**config.mk**
```make
export PLATFORM = sky130hd
export DESIGN_NAME = cnn_frame_sched_flat
export DESIGN_NICKNAME = d
export VERILOG_FILES = /design/src/rtl/cnn_frame_sched_if.sv /design/src/rtl/cnn_frame_sched.sv /design/src/flat_wrapper.sv
export SDC_FILE = /design/constraint.sdc
export NUM_CORES = 1
export LEC_CHECK = 0
export CAP_MARGIN = 20
export CORE_AREA = 10 10 102 104
export DETAILED_ROUTE_END_ITERATION = 12
export DIE_AREA = 0 0 112 114
export PLACE_DENSITY_LB_ADDON = 0.15
export SLEW_MARGIN = 10
export SYNTH_ARGS = -nofsm -noshare
export SYNTH_HDL_FRONTEND = slang
export SYNTH_SLANG_ARGS = --single-unit
```
**constraint.sdc**
```tcl
create_clock -name clk -period 2.2 [get_ports clk]
set_input_delay 0.33 -clock clk [delete_from_list [all_inputs] [get_ports clk]]
set_output_delay 0.33 -clock clk [all_outputs]
set_load 0.05 [all_outputs]
```
**src/rtl/cnn_frame_sched_if.sv**
```systemverilog
// Control/status bundle between the frame scheduler, the CNN layers and the UART.
// Latency: none, wires only.
// Backpressure: none; strobes are single-cycle pulses, img_rdy is a level held until img_ack.
interface cnn_frame_sched_if #(
  parameter int NUM_LAYERS = 5
);
  logic                  img_rdy;
  logic                  img_ack;
  logic [NUM_LAYERS-1:0] lyr_strt;
  logic [NUM_LAYERS-1:0] lyr_done;
  logic                  tx_trmt;
  logic                  tx_done;
  logic                  clr_err;
  logic                  busy;
  logic [2:0]            cur_layer;
  logic                  err;
  logic [2:0]            err_stage;
  logic [7:0]            frame_cnt;

  // Scheduler side
  modport master (
    input  img_rdy, lyr_done, tx_done, clr_err,
    output img_ack, lyr_strt, tx_trmt, busy, cur_layer, err, err_stage, frame_cnt
  );

  // Image source / layers / UART / debug side
  modport slave (
    output img_rdy, lyr_done, tx_done, clr_err,
    input  img_ack, lyr_strt, tx_trmt, busy, cur_layer, err, err_stage, frame_cnt
  );
endinterface

```
**src/rtl/cnn_frame_sched.sv**
```systemverilog
// Frame scheduler: starts each CNN layer in turn, then the UART send, with a per-stage watchdog.
// Latency: img_rdy -> lyr_strt[0] 2 cycles, lyr_done[k] -> lyr_strt[k+1] 2 cycles; all outputs registered.
// Backpressure: img_rdy is only accepted in IDLE (source holds it); a hung stage parks the FSM in ERR until clr_err.
module cnn_frame_sched #(
  parameter int              NUM_LAYERS = 5,
  parameter int              TO_W       = 16,
  parameter logic [TO_W-1:0] TIMEOUT    = TO_W'(16'hFFFF)
) (
  input logic               clk,
  input logic               rst,
  cnn_frame_sched_if.master bus
);

  typedef enum logic [2:0] {
    S_IDLE    = 3'd0,
    S_START   = 3'd1,
    S_WAIT    = 3'd2,
    S_TX      = 3'd3,
    S_TX_WAIT = 3'd4,
    S_ERR     = 3'd5
  } state_t;

  localparam logic [2:0]      LP_LAST_STAGE = 3'(NUM_LAYERS - 1);
  localparam logic [2:0]      LP_TX_STAGE   = 3'(NUM_LAYERS);
  localparam logic [TO_W-1:0] LP_TO_LAST    = TIMEOUT - TO_W'(1);

  state_t                r_state;
  logic [2:0]            r_stage;
  logic [TO_W-1:0]       r_wd;
  logic                  r_img_ack;
  logic [NUM_LAYERS-1:0] r_lyr_strt;
  logic                  r_tx_trmt;
  logic                  r_busy;
  logic                  r_err;
  logic [2:0]            r_err_stage;
  logic [7:0]            r_frame_cnt;

  logic [NUM_LAYERS-1:0] w_stage_oh;
  logic                  w_done_cur;
  logic                  w_to_hit;
  logic [TO_W-1:0]       w_wd_inc;

  // Only the done bit of the active stage may advance the sequence.
  assign w_stage_oh = NUM_LAYERS'(1) << r_stage;
  assign w_done_cur = |(bus.lyr_done & w_stage_oh);
  assign w_to_hit   = (r_wd == LP_TO_LAST);
  // Saturating increment so the watchdog can never wrap back below the limit.
  assign w_wd_inc   = (r_wd == {TO_W{1'b1}}) ? r_wd : r_wd + TO_W'(1);

  // Sequencer: strobes default low every cycle so each fires for exactly one cycle.
  always_ff @(posedge clk or posedge rst) begin
    if (rst) begin
      r_state     <= S_IDLE;
      r_stage     <= 3'd0;
      r_wd        <= '0;
      r_img_ack   <= 1'b0;
      r_lyr_strt  <= '0;
      r_tx_trmt   <= 1'b0;
      r_busy      <= 1'b0;
      r_err       <= 1'b0;
      r_err_stage <= 3'd0;
      r_frame_cnt <= 8'd0;
    end else begin
      r_img_ack  <= 1'b0;
      r_lyr_strt <= '0;
      r_tx_trmt  <= 1'b0;
      case (r_state)
        S_IDLE: begin
          if (bus.img_rdy) begin
            r_img_ack <= 1'b1;
            r_stage   <= 3'd0;
            r_busy    <= 1'b1;
            r_state   <= S_START;
          end
        end
        S_START: begin
          r_lyr_strt <= w_stage_oh;
          r_wd       <= '0;
          r_state    <= S_WAIT;
        end
        S_WAIT: begin
          // done beats a timeout landing in the same cycle
          if (w_done_cur) begin
            if (r_stage == LP_LAST_STAGE) begin
              r_stage <= LP_TX_STAGE;
              r_state <= S_TX;
            end else begin
              r_stage <= r_stage + 3'd1;
              r_state <= S_START;
            end
          end else if (w_to_hit) begin
            r_err       <= 1'b1;
            r_err_stage <= r_stage;
            r_busy      <= 1'b0;
            r_state     <= S_ERR;
          end else begin
            r_wd <= w_wd_inc;
          end
        end
        S_TX: begin
          r_tx_trmt <= 1'b1;
          r_wd      <= '0;
          r_state   <= S_TX_WAIT;
        end
        S_TX_WAIT: begin
          if (bus.tx_done) begin
            r_frame_cnt <= r_frame_cnt + 8'd1;
            r_stage     <= 3'd0;
            r_busy      <= 1'b0;
            r_state     <= S_IDLE;
          end else if (w_to_hit) begin
            r_err       <= 1'b1;
            r_err_stage <= r_stage;
            r_busy      <= 1'b0;
            r_state     <= S_ERR;
          end else begin
            r_wd <= w_wd_inc;
          end
        end
        S_ERR: begin
          // everything except clr_err is ignored here; err_stage stays latched
          if (bus.clr_err) begin
            r_err   <= 1'b0;
            r_stage <= 3'd0;
            r_state <= S_IDLE;
          end
        end
        default: begin
          r_state <= S_IDLE;
        end
      endcase
    end
  end

  assign bus.img_ack   = r_img_ack;
  assign bus.lyr_strt  = r_lyr_strt;
  assign bus.tx_trmt   = r_tx_trmt;
  assign bus.busy      = r_busy;
  assign bus.cur_layer = r_stage;
  assign bus.err       = r_err;
  assign bus.err_stage = r_err_stage;
  assign bus.frame_cnt = r_frame_cnt;

endmodule

```
**src/flat_wrapper.sv**
```systemverilog
// flat-port wrapper written by rule: the top's interface ports become plain ports
module cnn_frame_sched_flat 
#(
  parameter int              NUM_LAYERS = 5,
  parameter int              TO_W       = 16,
  parameter logic [TO_W-1:0] TIMEOUT    = TO_W'(16'hFFFF)
)
  (clk, rst, bus_img_rdy, bus_lyr_done, bus_tx_done, bus_clr_err, bus_img_ack, bus_lyr_strt, bus_tx_trmt, bus_busy, bus_cur_layer, bus_err, bus_err_stage, bus_frame_cnt);
  cnn_frame_sched_if #(.NUM_LAYERS(NUM_LAYERS)) bus_i ();
  input logic clk;
  input logic rst;
  input wire logic [$bits(bus_i.img_rdy)-1:0] bus_img_rdy;
  input wire logic [$bits(bus_i.lyr_done)-1:0] bus_lyr_done;
  input wire logic [$bits(bus_i.tx_done)-1:0] bus_tx_done;
  input wire logic [$bits(bus_i.clr_err)-1:0] bus_clr_err;
  output wire logic [$bits(bus_i.img_ack)-1:0] bus_img_ack;
  output wire logic [$bits(bus_i.lyr_strt)-1:0] bus_lyr_strt;
  output wire logic [$bits(bus_i.tx_trmt)-1:0] bus_tx_trmt;
  output wire logic [$bits(bus_i.busy)-1:0] bus_busy;
  output wire logic [$bits(bus_i.cur_layer)-1:0] bus_cur_layer;
  output wire logic [$bits(bus_i.err)-1:0] bus_err;
  output wire logic [$bits(bus_i.err_stage)-1:0] bus_err_stage;
  output wire logic [$bits(bus_i.frame_cnt)-1:0] bus_frame_cnt;
  assign bus_i.img_rdy = bus_img_rdy;
  assign bus_i.lyr_done = bus_lyr_done;
  assign bus_i.tx_done = bus_tx_done;
  assign bus_i.clr_err = bus_clr_err;
  assign bus_img_ack = bus_i.img_ack;
  assign bus_lyr_strt = bus_i.lyr_strt;
  assign bus_tx_trmt = bus_i.tx_trmt;
  assign bus_busy = bus_i.busy;
  assign bus_cur_layer = bus_i.cur_layer;
  assign bus_err = bus_i.err;
  assign bus_err_stage = bus_i.err_stage;
  assign bus_frame_cnt = bus_i.frame_cnt;
  cnn_frame_sched #(.NUM_LAYERS(NUM_LAYERS), .TO_W(TO_W), .TIMEOUT(TIMEOUT)) u_core (.clk(clk), .rst(rst), .bus(bus_i));
endmodule
```
==> metrics.txt <==
status=finished clean; PortBufs=32; TritonRoute pass-1 iters=4; fin crit share=between 90% and 100%; core area=8470 um2; RePlAce Congestion=0.816; initial antenna violation count=0; via count=just under 2000; Seq cells post-synth=42; post-synth top area cell=dfrtp_1; clock sink count=42; synth top area cells=dfrtp_1, ha_1, a21oi_1; Die Wd=about 110 um; Fin. Hold Viols=0; FILL cells=a little under 900; Crit. End Element=flip-flop; number of enable flip-flop cells after synthesis=0; Remaining Overflow, GRT=0; nets=~320; via/cell ratio=between 4 and 5; min Tclk post-route=between 2 and 2.5 ns; area taken by flip-flops and latches=1050 um2; relative slew slack=about 63%; crit-path max cell delay=around 0.43 ns; FP Rows=34; CP Launch Type=flip-flop; max cap viols=0; worst hold slack=0.474 ns; register share of total power=roughly 29%; post-place setup slack=-0.182 ns; number of diodes=0; clock share of power=between 10% and 20%; layout cells sized above 1=between 20% and 30%; footprint of the multi-input gates=between 1000 and 1500 um2; Buffers & Inverters on Critical Path=3; maximum fanout along the worst path=6; worst path cell trace=inv_4 -> ha_4 -> a221oi_4 -> o211ai_1 -> a22o_4 -> buf_6 -> buf_6 -> or4_1 -> nand2_1; Die Span Y=114 um; Clk pin slew, worst setup/hold paths=about 0.090 ns; Req. time, crit path=2.43 ns; top cells by count, synth=dfrtp_1, a21oi_1, nand2_1; Num CTS Buffers=5; Post-Place Cell Area=3010 um2; largest net degree at the start of global routing=43; Least-Margin Pin Slew=approximately 0.55 ns; most used cell, CP=buf_6; post-route cell area=3240 um2; drt drc=0; clk buf depth=2; HP Class=flip-flop to flip-flop; Starting Density=between 20 and 30%; cts hold-fix bufs=0; CTS tree=yes; most common cell in the synthesized netlist=dfrtp_1; IO Pins=33; Main synth FF type=dfrtp_1; clock skew=roughly 0.0080 ns; Mean Syn Cell Area=10.1 um2; vias in the first global route=~2200; cell count after synthesis=between 200 and 250; final WL=~6200 um; Peak VDD IR=539 uV; sequential share of the synthesized area=roughly 46%; Area growth syn-to-layout=40.4%; CP top delay family=compound AO/OA/AOI/OAI gates; syn_nets=246; setup violators final=0; critical path type=flip-flop to flip-flop; DRT antenna net count=0; Power Internal=approximately 2100 uW; H-tree depth=2; unrepaired setup endpoints after global routing=yes; die area=~13000 um2; Worst EP arrival=around 2.4 ns; initial DRC count=72; Global Route Usage Sum=just under 10%; Slew Viols, Final=0; Yosys cell types=51; slowest stage cell, crit path=dfrtp_2; clk_lat worst skew=roughly 0.29 ns; DP Wirelength=approximately 4400 um; Tot Pwr=around 3500 uW; synthesized area=approximately 2300 um2; Worst Slack Setup Final=0.00451 ns; share of the synthesized area in the top cell type=45.6%; per-cell routed wire length=between 15 and 20 um; first-pass GRT wire length=~11000 um; NetSw=1490 uW; asr flop ratio synth=100%; Final Util=38.3%; Leak Pwr=~0.0014 uW; Comb power frac=between 50% and 60%; Synth Warn #=0; fmax=between 400 and 500 MHz; Sw Share=42.1%; Root Buffer=clkbuf_8; power per cell area=around 1100 nW/um2
==> flip-flops by register name, summed over array words and instances, names as in the netlist <==
register,count
u_core.bus.busy,1
u_core.bus.cur_layer,3
u_core.bus.err,1
u_core.bus.err_stage,3
u_core.bus.frame_cnt,8
u_core.bus.img_ack,1
u_core.bus.lyr_strt,5
u_core.bus.tx_trmt,1
u_core.r_state,3
u_core.r_wd,16
==> cell usage in the layout (no fill, tap or decap), drive strengths merged, types with 2 or more instances in the layout <==
master	Yosys	final
a21boi	2	2
a21oi	17	17
a22o	2	2
and2	3	3
and3	5	5
buf	6	43
clkbuf	6	5
clkdlybuf4s50	0	32
clkinv	0	3
dfrtp	42	42
ha	8	8
inv	5	4
mux2	5	5
mux2i	2	2
nand2	16	16
nand2b	5	5
nand3	7	7
nand4	12	12
nand4b	2	2
nor2	13	13
nor3	3	3
nor3b	2	2
nor4b	5	5
o211ai	3	3
o21ai	15	15
o31ai	6	6
or3	6	6
or4	9	9
xnor2	5	5
xor2	2	2
==> final timing paths <==
| kind | slack (ns) | cells past startpoint | from | endpoint |
|---|---|---|---|---|
| setup / recovery | 0.005 | 9 | u_core.bus.cur_layer[0] | u_core.r_wd[11] |
| hold / removal | 0.47 | 1 | u_core.bus.frame_cnt[7] | u_core.bus.frame_cnt[7] |
| setup reg to reg | 0.005 | 9 | u_core.bus.cur_layer[0] | u_core.r_wd[11] |
| hold reg to reg | 0.47 | 1 | u_core.bus.frame_cnt[7] | u_core.bus.frame_cnt[7] |
| max in group asynchronous | 1.32 | 3 | rst | u_core.bus.cur_layer[0] |
| min in group asynchronous | 0.49 | 3 | rst | u_core.r_state[0] |
==> final cells by class <==
cell class                      count  area share (%)
Clock inverter                      3            1.24
Clock buffer                        5            2.13
Inverter                            5           0.657
Timing Repair Buffer               75            20.1
Tap cell                          108            4.17
Sequential cell                    42            32.6
Multi-Input combinational cell    169            39.1
==> metal layers <==
metal | up-vias | GRT usage [%] | part of all wire [%] | wire [um]
li1 | 989 | - | - | -
met1 | 970 | 12.4 | 47 | 2910
met2 | 28 | 16.0 | 47 | 2910
met3 | 2 | 3.36 | 5.7 | 356
met4 | 0 | 2.28 | 0.61 | 38
met5 | - | 0 | 0 | 0
==> logic make-up (layout without fill, tap and decap cells) <==
logic type	count (synthesis)	after routing	share of synthesized area [%]
AOI/OAI and AO/OA	53	53	15.2
and+or+nand+nor	94	94	24.7
DFF	42	42	45.6
adders and majority gates	8	8	4.34
muxes	7	7	3.31
xor gates and xnor gates	7	7	2.66
buffers and inverters	17	88	4.18
==> stage by stage <==
| step | instances | setup TNS [ns] |
|---|---|---|
| after floorplan | 228 | 0 |
| after global placement | 395 | -1.20 |
| after detailed placement | 395 | -1.79 |
| after CTS | 404 | 0 |
| after global routing | 407 | -0.464 |
| final | 407 | 0 |
==> power by group through the flow <==
stage / combinational (uW) / sequential (uW) / clock [uW]
after floorplan: 929 / 1300 / 0
after detailed placement: 1780 / 1060 / 0
after global routing: 2080 / 1060 / 669
after CTS: 1820 / 1040 / 635
after global placement: 1770 / 1060 / 0
final: 1900 / 1040 / 614
==> repair_timing <==
| item | in CTS | in global routing |
|---|---|---|
| setup endpoints to repair | 11 | 14 |
| resized for setup | 3 | 19 |
| pin swaps | 1 | 5 |
| buffers inserted | 1 | 3 |
Power figures use the tool's default switching activity.
